File: config.mk
export PLATFORM = sky130hd
export DESIGN_NAME = vram_arbiter_flat
export DESIGN_NICKNAME = d
export VERILOG_FILES = /design/src/rtl/vram_arbiter_if.sv /design/src/rtl/vram_arbiter.sv /design/src/flat_wrapper.sv
export SDC_FILE = /design/constraint.sdc
export NUM_CORES = 1
export LEC_CHECK = 0
export BUFFER_PORTS_ARGS = -buffer_cell sky130_fd_sc_hd__buf_2
export CAP_MARGIN = 20
export CORE_ASPECT_RATIO = 1.1
export CORE_MARGIN = 5
export CORE_UTILIZATION = 38
export CTS_BUF_LIST = sky130_fd_sc_hd__clkbuf_8 sky130_fd_sc_hd__clkbuf_16
export DETAILED_ROUTE_END_ITERATION = 12
export HOLD_SLACK_MARGIN = 0.06
export PLACE_DENSITY = 0.7
export SLEW_MARGIN = 20
export SYNTH_ARGS = -nofsm -noshare
export SYNTH_HDL_FRONTEND = slang
export SYNTH_SLANG_ARGS = --single-unit
export TNS_END_PERCENT = 50
File: constraint.sdc
create_clock -name clock -period 2 [get_ports clock]
set_input_delay 0.2 -clock clock [delete_from_list [all_inputs] [get_ports clock]]
set_output_delay 0.2 -clock clock [all_outputs]
set_load 0.005 [all_outputs]
File: src/rtl/vram_arbiter_if.sv
// vram_arbiter_if: CPU-side bus between the KR580 bus decoder and the VRAM arbiter.
//   c_req    level request, held with c_we/c_addr/c_wdata stable until c_ready
//   c_we     1 = write, 0 = read
//   c_addr   VRAM byte address
//   c_wdata  write data
//   c_rdata  read data, valid while c_ready=1 after a read
//   c_ready  one-cycle completion pulse
// master = CPU side, slave = arbiter side.
interface vram_arbiter_if #(
    parameter int AW = 13
);
    logic          c_req;
    logic          c_we;
    logic [AW-1:0] c_addr;
    logic [7:0]    c_wdata;
    logic [7:0]    c_rdata;
    logic          c_ready;

    modport master (
        output c_req, c_we, c_addr, c_wdata,
        input  c_rdata, c_ready
    );

    modport slave (
        input  c_req, c_we, c_addr, c_wdata,
        output c_rdata, c_ready
    );
endinterface

File: src/rtl/vram_arbiter.sv
// vram_arbiter: shares the single-port VRAM between the VGA fetcher and the CPU.
// Video always owns its cycle; CPU writes are posted to a small FIFO and drained
// in free cycles; CPU reads wait for the FIFO to empty so read-after-write holds.
//
// Ports:
//   clock, reset      system clock, async active-high reset
//   v_req/v_addr      video fetch request and address (always served)
//   v_rdata/v_valid   video data, valid the cycle after v_req
//   cpu               CPU bus (vram_arbiter_if.slave)
//   c_stall_cnt       saturating count of cycles with c_req=1 and c_ready=0
//   pending           write FIFO non-empty
//   m_addr/m_we/m_wdata/m_rdata  synchronous RAM port (read data one cycle late)
//
// CPU FSM:
//   state | meaning
//   IDLE  | waiting for a CPU request
//   WACK  | write posted, c_ready pulse
//   RWAIT | read accepted, waiting for a free memory cycle
//   RDATA | read issued last cycle, capturing m_rdata
//   RACK  | read complete, c_ready pulse
module vram_arbiter #(
    parameter int AW    = 13,
    parameter int DEPTH = 2
) (
    input  logic              clock,
    input  logic              reset,
    input  logic              v_req,
    input  logic [AW-1:0]     v_addr,
    output logic [7:0]        v_rdata,
    output logic              v_valid,
    vram_arbiter_if.slave     cpu,
    output logic [15:0]       c_stall_cnt,
    output logic              pending,
    output logic [AW-1:0]     m_addr,
    output logic              m_we,
    output logic [7:0]        m_wdata,
    input  logic [7:0]        m_rdata
);
    localparam int PW = (DEPTH > 1) ? $clog2(DEPTH) : 1;

    typedef enum logic [2:0] {IDLE, WACK, RWAIT, RDATA, RACK} state_t;

    state_t        state, state_nxt;
    logic [AW-1:0] fifo_addr [DEPTH];
    logic [7:0]    fifo_data [DEPTH];
    logic [PW-1:0] wr_ptr, rd_ptr;
    logic [PW:0]   count;
    logic          fifo_full, fifo_empty;
    logic          push, pop, issue;

    assign fifo_full  = (count == (PW+1)'(DEPTH));
    assign fifo_empty = (count == '0);
    assign pending    = !fifo_empty;
    assign v_rdata    = m_rdata;

    always_comb begin
        state_nxt = state;
        push      = 1'b0;
        pop       = 1'b0;
        issue     = 1'b0;
        m_addr    = v_addr;
        m_we      = 1'b0;
        m_wdata   = fifo_data[rd_ptr];

        // memory-cycle priority: video, then write drain, then read issue
        if (!v_req) begin
            if (!fifo_empty) begin
                pop    = 1'b1;
                m_addr = fifo_addr[rd_ptr];
                m_we   = !reset;
            end else if (state == RWAIT) begin
                issue  = 1'b1;
                m_addr = cpu.c_addr;
            end
        end

        case (state)
            IDLE: begin
                if (cpu.c_req) begin
                    if (cpu.c_we) begin
                        // fullness is judged on the current count, even if a pop happens this cycle
                        if (!fifo_full) begin
                            push      = 1'b1;
                            state_nxt = WACK;
                        end
                    end else begin
                        state_nxt = RWAIT;
                    end
                end
            end
            WACK:    state_nxt = IDLE;
            RWAIT:   if (issue) state_nxt = RDATA;
            RDATA:   state_nxt = RACK;
            RACK:    state_nxt = IDLE;
            default: state_nxt = IDLE;
        endcase
    end

    always_ff @(posedge clock or posedge reset) begin
        if (reset) begin
            state       <= IDLE;
            wr_ptr      <= '0;
            rd_ptr      <= '0;
            count       <= '0;
            v_valid     <= 1'b0;
            cpu.c_ready <= 1'b0;
            cpu.c_rdata <= 8'h00;
            c_stall_cnt <= 16'h0000;
        end else begin
            state <= state_nxt;
            if (push) wr_ptr <= wr_ptr + 1'b1;
            if (pop)  rd_ptr <= rd_ptr + 1'b1;
            case ({push, pop})
                2'b10:   count <= count + 1'b1;
                2'b01:   count <= count - 1'b1;
                default: count <= count;
            endcase
            v_valid     <= v_req;
            cpu.c_ready <= (state_nxt == WACK) || (state_nxt == RACK);
            if (state == RDATA) cpu.c_rdata <= m_rdata;
            if (cpu.c_req && !cpu.c_ready && (c_stall_cnt != 16'hFFFF))
                c_stall_cnt <= c_stall_cnt + 1'b1;
        end
    end

    // storage needs no reset: entries are only read while count says they are valid
    always_ff @(posedge clock) begin
        if (push) begin
            fifo_addr[wr_ptr] <= cpu.c_addr;
            fifo_data[wr_ptr] <= cpu.c_wdata;
        end
    end
endmodule

File: src/flat_wrapper.sv
// flat-port wrapper written by rule: the top's interface ports become plain ports
module vram_arbiter_flat 
#(
    parameter int AW    = 13,
    parameter int DEPTH = 2
)
  (clock, reset, v_req, v_addr, v_rdata, v_valid, c_stall_cnt, pending, m_addr, m_we, m_wdata, m_rdata, cpu_c_req, cpu_c_we, cpu_c_addr, cpu_c_wdata, cpu_c_rdata, cpu_c_ready);
  vram_arbiter_if #(.AW(AW)) cpu_i ();
  input  logic clock;
  input  logic reset;
  input  logic v_req;
  input  logic [AW-1:0] v_addr;
  output logic [7:0] v_rdata;
  output logic v_valid;
  output logic [15:0] c_stall_cnt;
  output logic pending;
  output logic [AW-1:0] m_addr;
  output logic m_we;
  output logic [7:0] m_wdata;
  input  logic [7:0] m_rdata;
  input wire logic [$bits(cpu_i.c_req)-1:0] cpu_c_req;
  input wire logic [$bits(cpu_i.c_we)-1:0] cpu_c_we;
  input wire logic [$bits(cpu_i.c_addr)-1:0] cpu_c_addr;
  input wire logic [$bits(cpu_i.c_wdata)-1:0] cpu_c_wdata;
  output wire logic [$bits(cpu_i.c_rdata)-1:0] cpu_c_rdata;
  output wire logic [$bits(cpu_i.c_ready)-1:0] cpu_c_ready;
  assign cpu_i.c_req = cpu_c_req;
  assign cpu_i.c_we = cpu_c_we;
  assign cpu_i.c_addr = cpu_c_addr;
  assign cpu_i.c_wdata = cpu_c_wdata;
  assign cpu_c_rdata = cpu_i.c_rdata;
  assign cpu_c_ready = cpu_i.c_ready;
  vram_arbiter #(.AW(AW), .DEPTH(DEPTH)) u_core (.clock(clock), .reset(reset), .v_req(v_req), .v_addr(v_addr), .v_rdata(v_rdata), .v_valid(v_valid), .cpu(cpu_i), .c_stall_cnt(c_stall_cnt), .pending(pending), .m_addr(m_addr), .m_we(m_we), .m_wdata(m_wdata), .m_rdata(m_rdata));
endmodule
[Yosys cells after proc, flatten, opt, wreduce, memory -nomap -nowiden]
Memory sizes are Yosys's and may differ from the RTL's.
Index checks and enable logic that the tools add are counted.
Word-level totals
  register bits: 33
  bits in writable memories: 42
  bits of input ports: 47
  output and inout bits: 57
  logic and storage cells: 54
  memories kept: 2
Memory list
  u_core.fifo_addr: depth 2, bits a word 13, rd ports 1, clocked after memory_dff 0, wr ports 1, line vram_arbiter.sv:44  | logic [AW-1:0] fifo_addr [DEPTH];
  u_core.fifo_data: depth 2, bits a word 8, rd ports 1, clocked after memory_dff 0, wr ports 1, line vram_arbiter.sv:45  | logic [7:0] fifo_data [DEPTH];
Operators by class
  add/subtract/negate cells: 5
  equality and inequality tests: 8
  muxes and demuxes: 22
  reductions and logical operators: 9
Operator list (count)
  $mux W13: 3
  $add A16 B1 Y16 const B: 1
  $ne A16 B16 Y1 const B: 1
  $mux W1: 13
  $mux W3: 4
  $pmux W3 S3: 1
  $eq A3 B2 Y1 const B: 2
  $eq A2 B2 Y1 const B: 2
  $pmux W2 S2: 1
  $eq A3 B1 Y1 const B: 1
  $eq A3 B3 Y1 const B: 1
  $logic_not A1 Y1: 3
  $logic_not A3 Y1: 1
  $add A1 B1 Y1 const B: 2
  $add A2 B1 Y2 const B: 1
  $eq A2 B1 Y1 const B: 1
  $logic_and A1 B1 Y1: 2
  $logic_not A2 Y1: 1
  $reduce_bool A2 Y1: 1
  $sub A2 B1 Y2 const B: 1
  $logic_or A1 B1 Y1: 1

[Longest topological paths before layout]
  depth in word-level cells: 8
  depth in mapped cells: 7
  gate-level depth less buffers: 7

[Worst setup path before layout]
No wires, ideal clock.
  kind: register -> register
  start: register u_core.count[0]
  end: memory u_core.fifo_addr[0][0] (enable)
  setup time: 399 ps
  arrival time: 1744 ps
  data required time: 1601 ps
  setup slack: -143 ps
  stages on the path, launching flop included: 5
  buffers on the path: 0
  period minus slack after synthesis: 2143 ps
  cell sequence: dfrtp_1 -> inv_1 -> a21oi_1 -> nand4_1 -> nor2_1
Between the ends
  longest elaborated chain between the ends: 7
RTL lines
  start, declared: line vram_arbiter.sv:47  | logic [PW:0] count;
  start signal, assigned: line vram_arbiter.sv:114  | 2'b10: count <= count + 1'b1;
  start signal, assigned: line vram_arbiter.sv:115  | 2'b01: count <= count - 1'b1;
  start signal, assigned: line vram_arbiter.sv:116  | default: count <= count;
  $eq A2 B2 Y1: line vram_arbiter.sv:51  | assign fifo_full = (count == (PW+1)'(DEPTH));
  $mux W1: line vram_arbiter.sv:82  | if (!fifo_full) begin
  $mux W1: line vram_arbiter.sv:80  | if (cpu.c_we) begin
  $mux W1: line vram_arbiter.sv:79  | if (cpu.c_req) begin
  $mux W1: line vram_arbiter.sv:77  | case (state)
  $mux W1: line vram_arbiter.sv:128  | if (push) begin
  $mux W1 (not written as such): line vram_arbiter.sv:129  | fifo_addr[wr_ptr] <= cpu.c_addr;
  end, declared: line vram_arbiter.sv:44
No other way between the ends.

[Worst setup path in the final report]
  start: register u_core.state[0]
  end: output port m_addr[5]
Between the ends
  longest elaborated chain between the ends: 4
RTL lines
  start, declared: line vram_arbiter.sv:43  | state_t state, state_nxt;
  start signal, assigned: line vram_arbiter.sv:110  | state <= state_nxt;
  $eq A3 B2 Y1: line vram_arbiter.sv:71  | end else if (state == RWAIT) begin
  $mux W13: line vram_arbiter.sv:71
  $mux W13: line vram_arbiter.sv:67  | if (!fifo_empty) begin
  $mux W13: line vram_arbiter.sv:66  | if (!v_req) begin
  end, declared: line flat_wrapper.sv:17  | output logic [AW-1:0] m_addr;
No other way between the ends.

==> results.ini <==
[run_status]
status = finished, final reports clean

[synth]
syn_nets = 302
yosysWarnings = 0
synth_area_um2 = 3260
async_flop_share_pct = 44.0
synth_area_per_cell_um2 = 12.9
syn_inst = 253
ys_types = 29
yosysSeqAreaShare_pct = 64.1
synth_seq_cells = 75
synth_edf_count = 42
synth_top_flop_cell = edfxtp_1

[timing]
setup_ws_ns = 0.111
setup_violations = 0
hold_viol = 0
period_share_pct = 94.5
slew_violations = 0
relSlewSlack_pct = 73.7
finalCriticalPeriod_ns = 1.89
rsz0062_at_grt = true
fmax_mhz = 529
tightest_slew_ns = 0.391
fin_skew_ns = 0.00923

[cts]
htree_levels = 3
clock-sinks = 75
cts_tree = yes
root_buffer = clkbuf_8
clk_latency_ns = 0.34
clk_pin_slew_ns = 0.08
cts-buffers-inserted = 9
clockBufferDepth = 2

[floorplanning]
start_util_pct = 39.0
dieArea_um2 = 10500
die_h_um = 107
coreArea_um2 = 8360
die_w_um = 98.3
rows = 35
num_io_pins = 104

[grt]
grt_usage_pct = 14.7
grt_pass1_wl_mm = 12.4
grt-ovfl-total = 0
grt_pass1_vias = 2515
antenna_found_initial = 2
grt_max_degree = 29

[cells_and_area]
layout_commonest_cell = buf_2
final-seq-area_um2 = 2090
final_cell_mix = 104 x buf_2, 42 x edfxtp_1, 30 x nand2_1, 30 x dfrtp_1, 28 x dlygate4sd3_1
drive_above_1_share_pct = 39.5
diodes = 0
nFillCells = 735
multiInputGateArea_um2 = 1080
syn_to_final_growth_pct = 37.9
fin_util_pct = 53.7
nNetsFinal = 439
final_cells = 506

[routing]
via_per_inst = 4.68
drc_errors = 0
wl_per_cell_um = 14.8
ant_nets = 0
drt_iter0_drc = 86
vias = 2370
drt-pass1-iter-count = 4
routed_wl_mm = 7.47

[hold_path]
hold_class = in -> reg

[placed_design]
dp_hpwl_mm = 5.01
gp_congestion = 0.792
pre_cts_slack_ns = 0.0786
place_inst = 460
port_buffers = 103

[setup_path]
path_cells = nor2_2, nand3_2, buf_2, nor2_1, a21oi_1, o22a_1, buf_2
timing.critical_path.buf_inv = 2
critPathKind = reg -> out
crit_family = flip-flops
crit_required_ns = 1.80
crit_path_max_incr_delay_ns = 0.41
crit_top_cell = buf_2
crit_fanout = 6
cp-end-kind = primary output
crit_slowest_cell = dfrtp_1
cp.arrival_ns = 1.69
startpoint_type = flip-flop
reg2reg_slack_ns = 0.13

[power]
intPower_mw = 3.68
p_per_area_nw_per_um2 = 1190
clkPwrFrac_pct = 25.9
p_sw_mw = 1.68
total_power_mw = 5.36
vdd_ir_drop_max_uv = 735
p_seq_share_pct = 41.2
p_comb_share_pct = 32.9
swShare_pct = 31.3
leakage_nw = 2.01

[run]
drv_cap = 0

==> flip-flops by register name (all words and copies together), names as in the netlist <==
name                count
u_core.cpu.c_rdata      8
u_core.v_valid          1
u_core.count            2
u_core.fifo_addr       26
u_core.fifo_data       16
u_core.c_stall_cnt     16
u_core.state            3
u_core.wr_ptr           1
u_core.rd_ptr           1
u_core.cpu.c_ready      1
==> layer usage <==
layer	global-route usage (%)	vias up	part of all wire, %	wire length, um
li1	-	1176	-	-
met1	18.6	1100	43	3240
met2	23.4	81	47	3490
met3	5.73	9	8.5	638
met4	4.10	4	1.0	78
met5	0	-	0.19	14
==> timing repair <==
item | 4_1_cts | 5_1_grt
setup endpoints to repair | 13 | 37
endpoints found under the hold margin | 48 | 2
hold buffers | 27 | 1
gates cloned | 0 | 1
gates resized for setup | 3 | 8
buffers inserted | 0 | 1
pin swaps | 0 | 1
==> cells by family (layout without fill, tap and decap cells) <==
kind of cell             Yosys count  in the layout  synth area share [%]
XOR/XNOR                          20             20                  5.38
AND/OR/NAND/NOR                   79             79                  12.0
adder cells (fa/ha/maj)            2              2                 0.768
flip-flops                        75             75                  64.1
multiplexers                      22             22                  7.10
buffers and inverters             24            166                  3.80
AO/OA/AOI/OAI                     31             31                  6.91
==> power by group through the flow <==
stage / registers (mW) / logic (mW) / clock network [mW]
6_report: 2.21 / 1.77 / 1.39
5_1_grt: 2.25 / 1.95 / 1.51
4_1_cts: 2.19 / 1.73 / 1.44
3_5_place_dp: 2.22 / 1.67 / 0
3_3_place_gp: 2.20 / 1.65 / 0
2_1_floorplan: 2.18 / 1.02 / 0
==> synth_stat cells, types with 2 or more instances <==
cell type,number,area (um2)
a21oi_1,16,80.1
buf_2,3,15.0
buf_4,8,60.1
clkbuf_1,5,18.8
dfrtp_1,33,826
edfxtp_1,42,1260
ha_1,2,25.0
inv_1,7,26.3
mux2_2,9,101
mux2i_1,13,130
nand2_1,30,113
nand3_1,10,50.1
nand4_1,5,31.3
nor2_1,23,86.3
nor3_1,2,10.0
nor3_2,2,20.0
o22a_1,13,114
xnor2_1,14,123
xor2_1,6,52.6
==> metrics by stage <==
stage	hold WS (ns)	setup TNS, ns	instance area [um2]
finish	0.0778	0	4490
global route	0.0661	-0.0192	4490
CTS	0.0604	0	4450
detailed placement	0.132	0	3930
global placement	0.134	0	3930
floorplan	0.231	-5.99	3260
==> area by class of cell <==
| class | count | area share (%) |
|---|---|---|
| clock buffer | 9 | 2.76 |
| clock inverter | 7 | 2.59 |
| inverter | 8 | 0.668 |
| multi-input combinational | 154 | 24.0 |
| sequential | 75 | 46.5 |
| tap | 111 | 3.09 |
| timing repair buffer | 142 | 20.4 |
==> worst paths after layout <==
check	cells after the start	from	to
max reg2reg	7	u_core.c_stall_cnt[0]	u_core.c_stall_cnt[4]
min in group asynchronous	3	reset	u_core.wr_ptr
min reg2reg	2	u_core.cpu.c_rdata[2]	u_core.cpu.c_rdata[2]
max in group asynchronous	4	reset	u_core.cpu.c_ready
max	7	u_core.state[0]	m_addr[5]
min	1	cpu_c_addr[5]	u_core.fifo_addr[1][5]
Power figures use the tool's default switching activity.
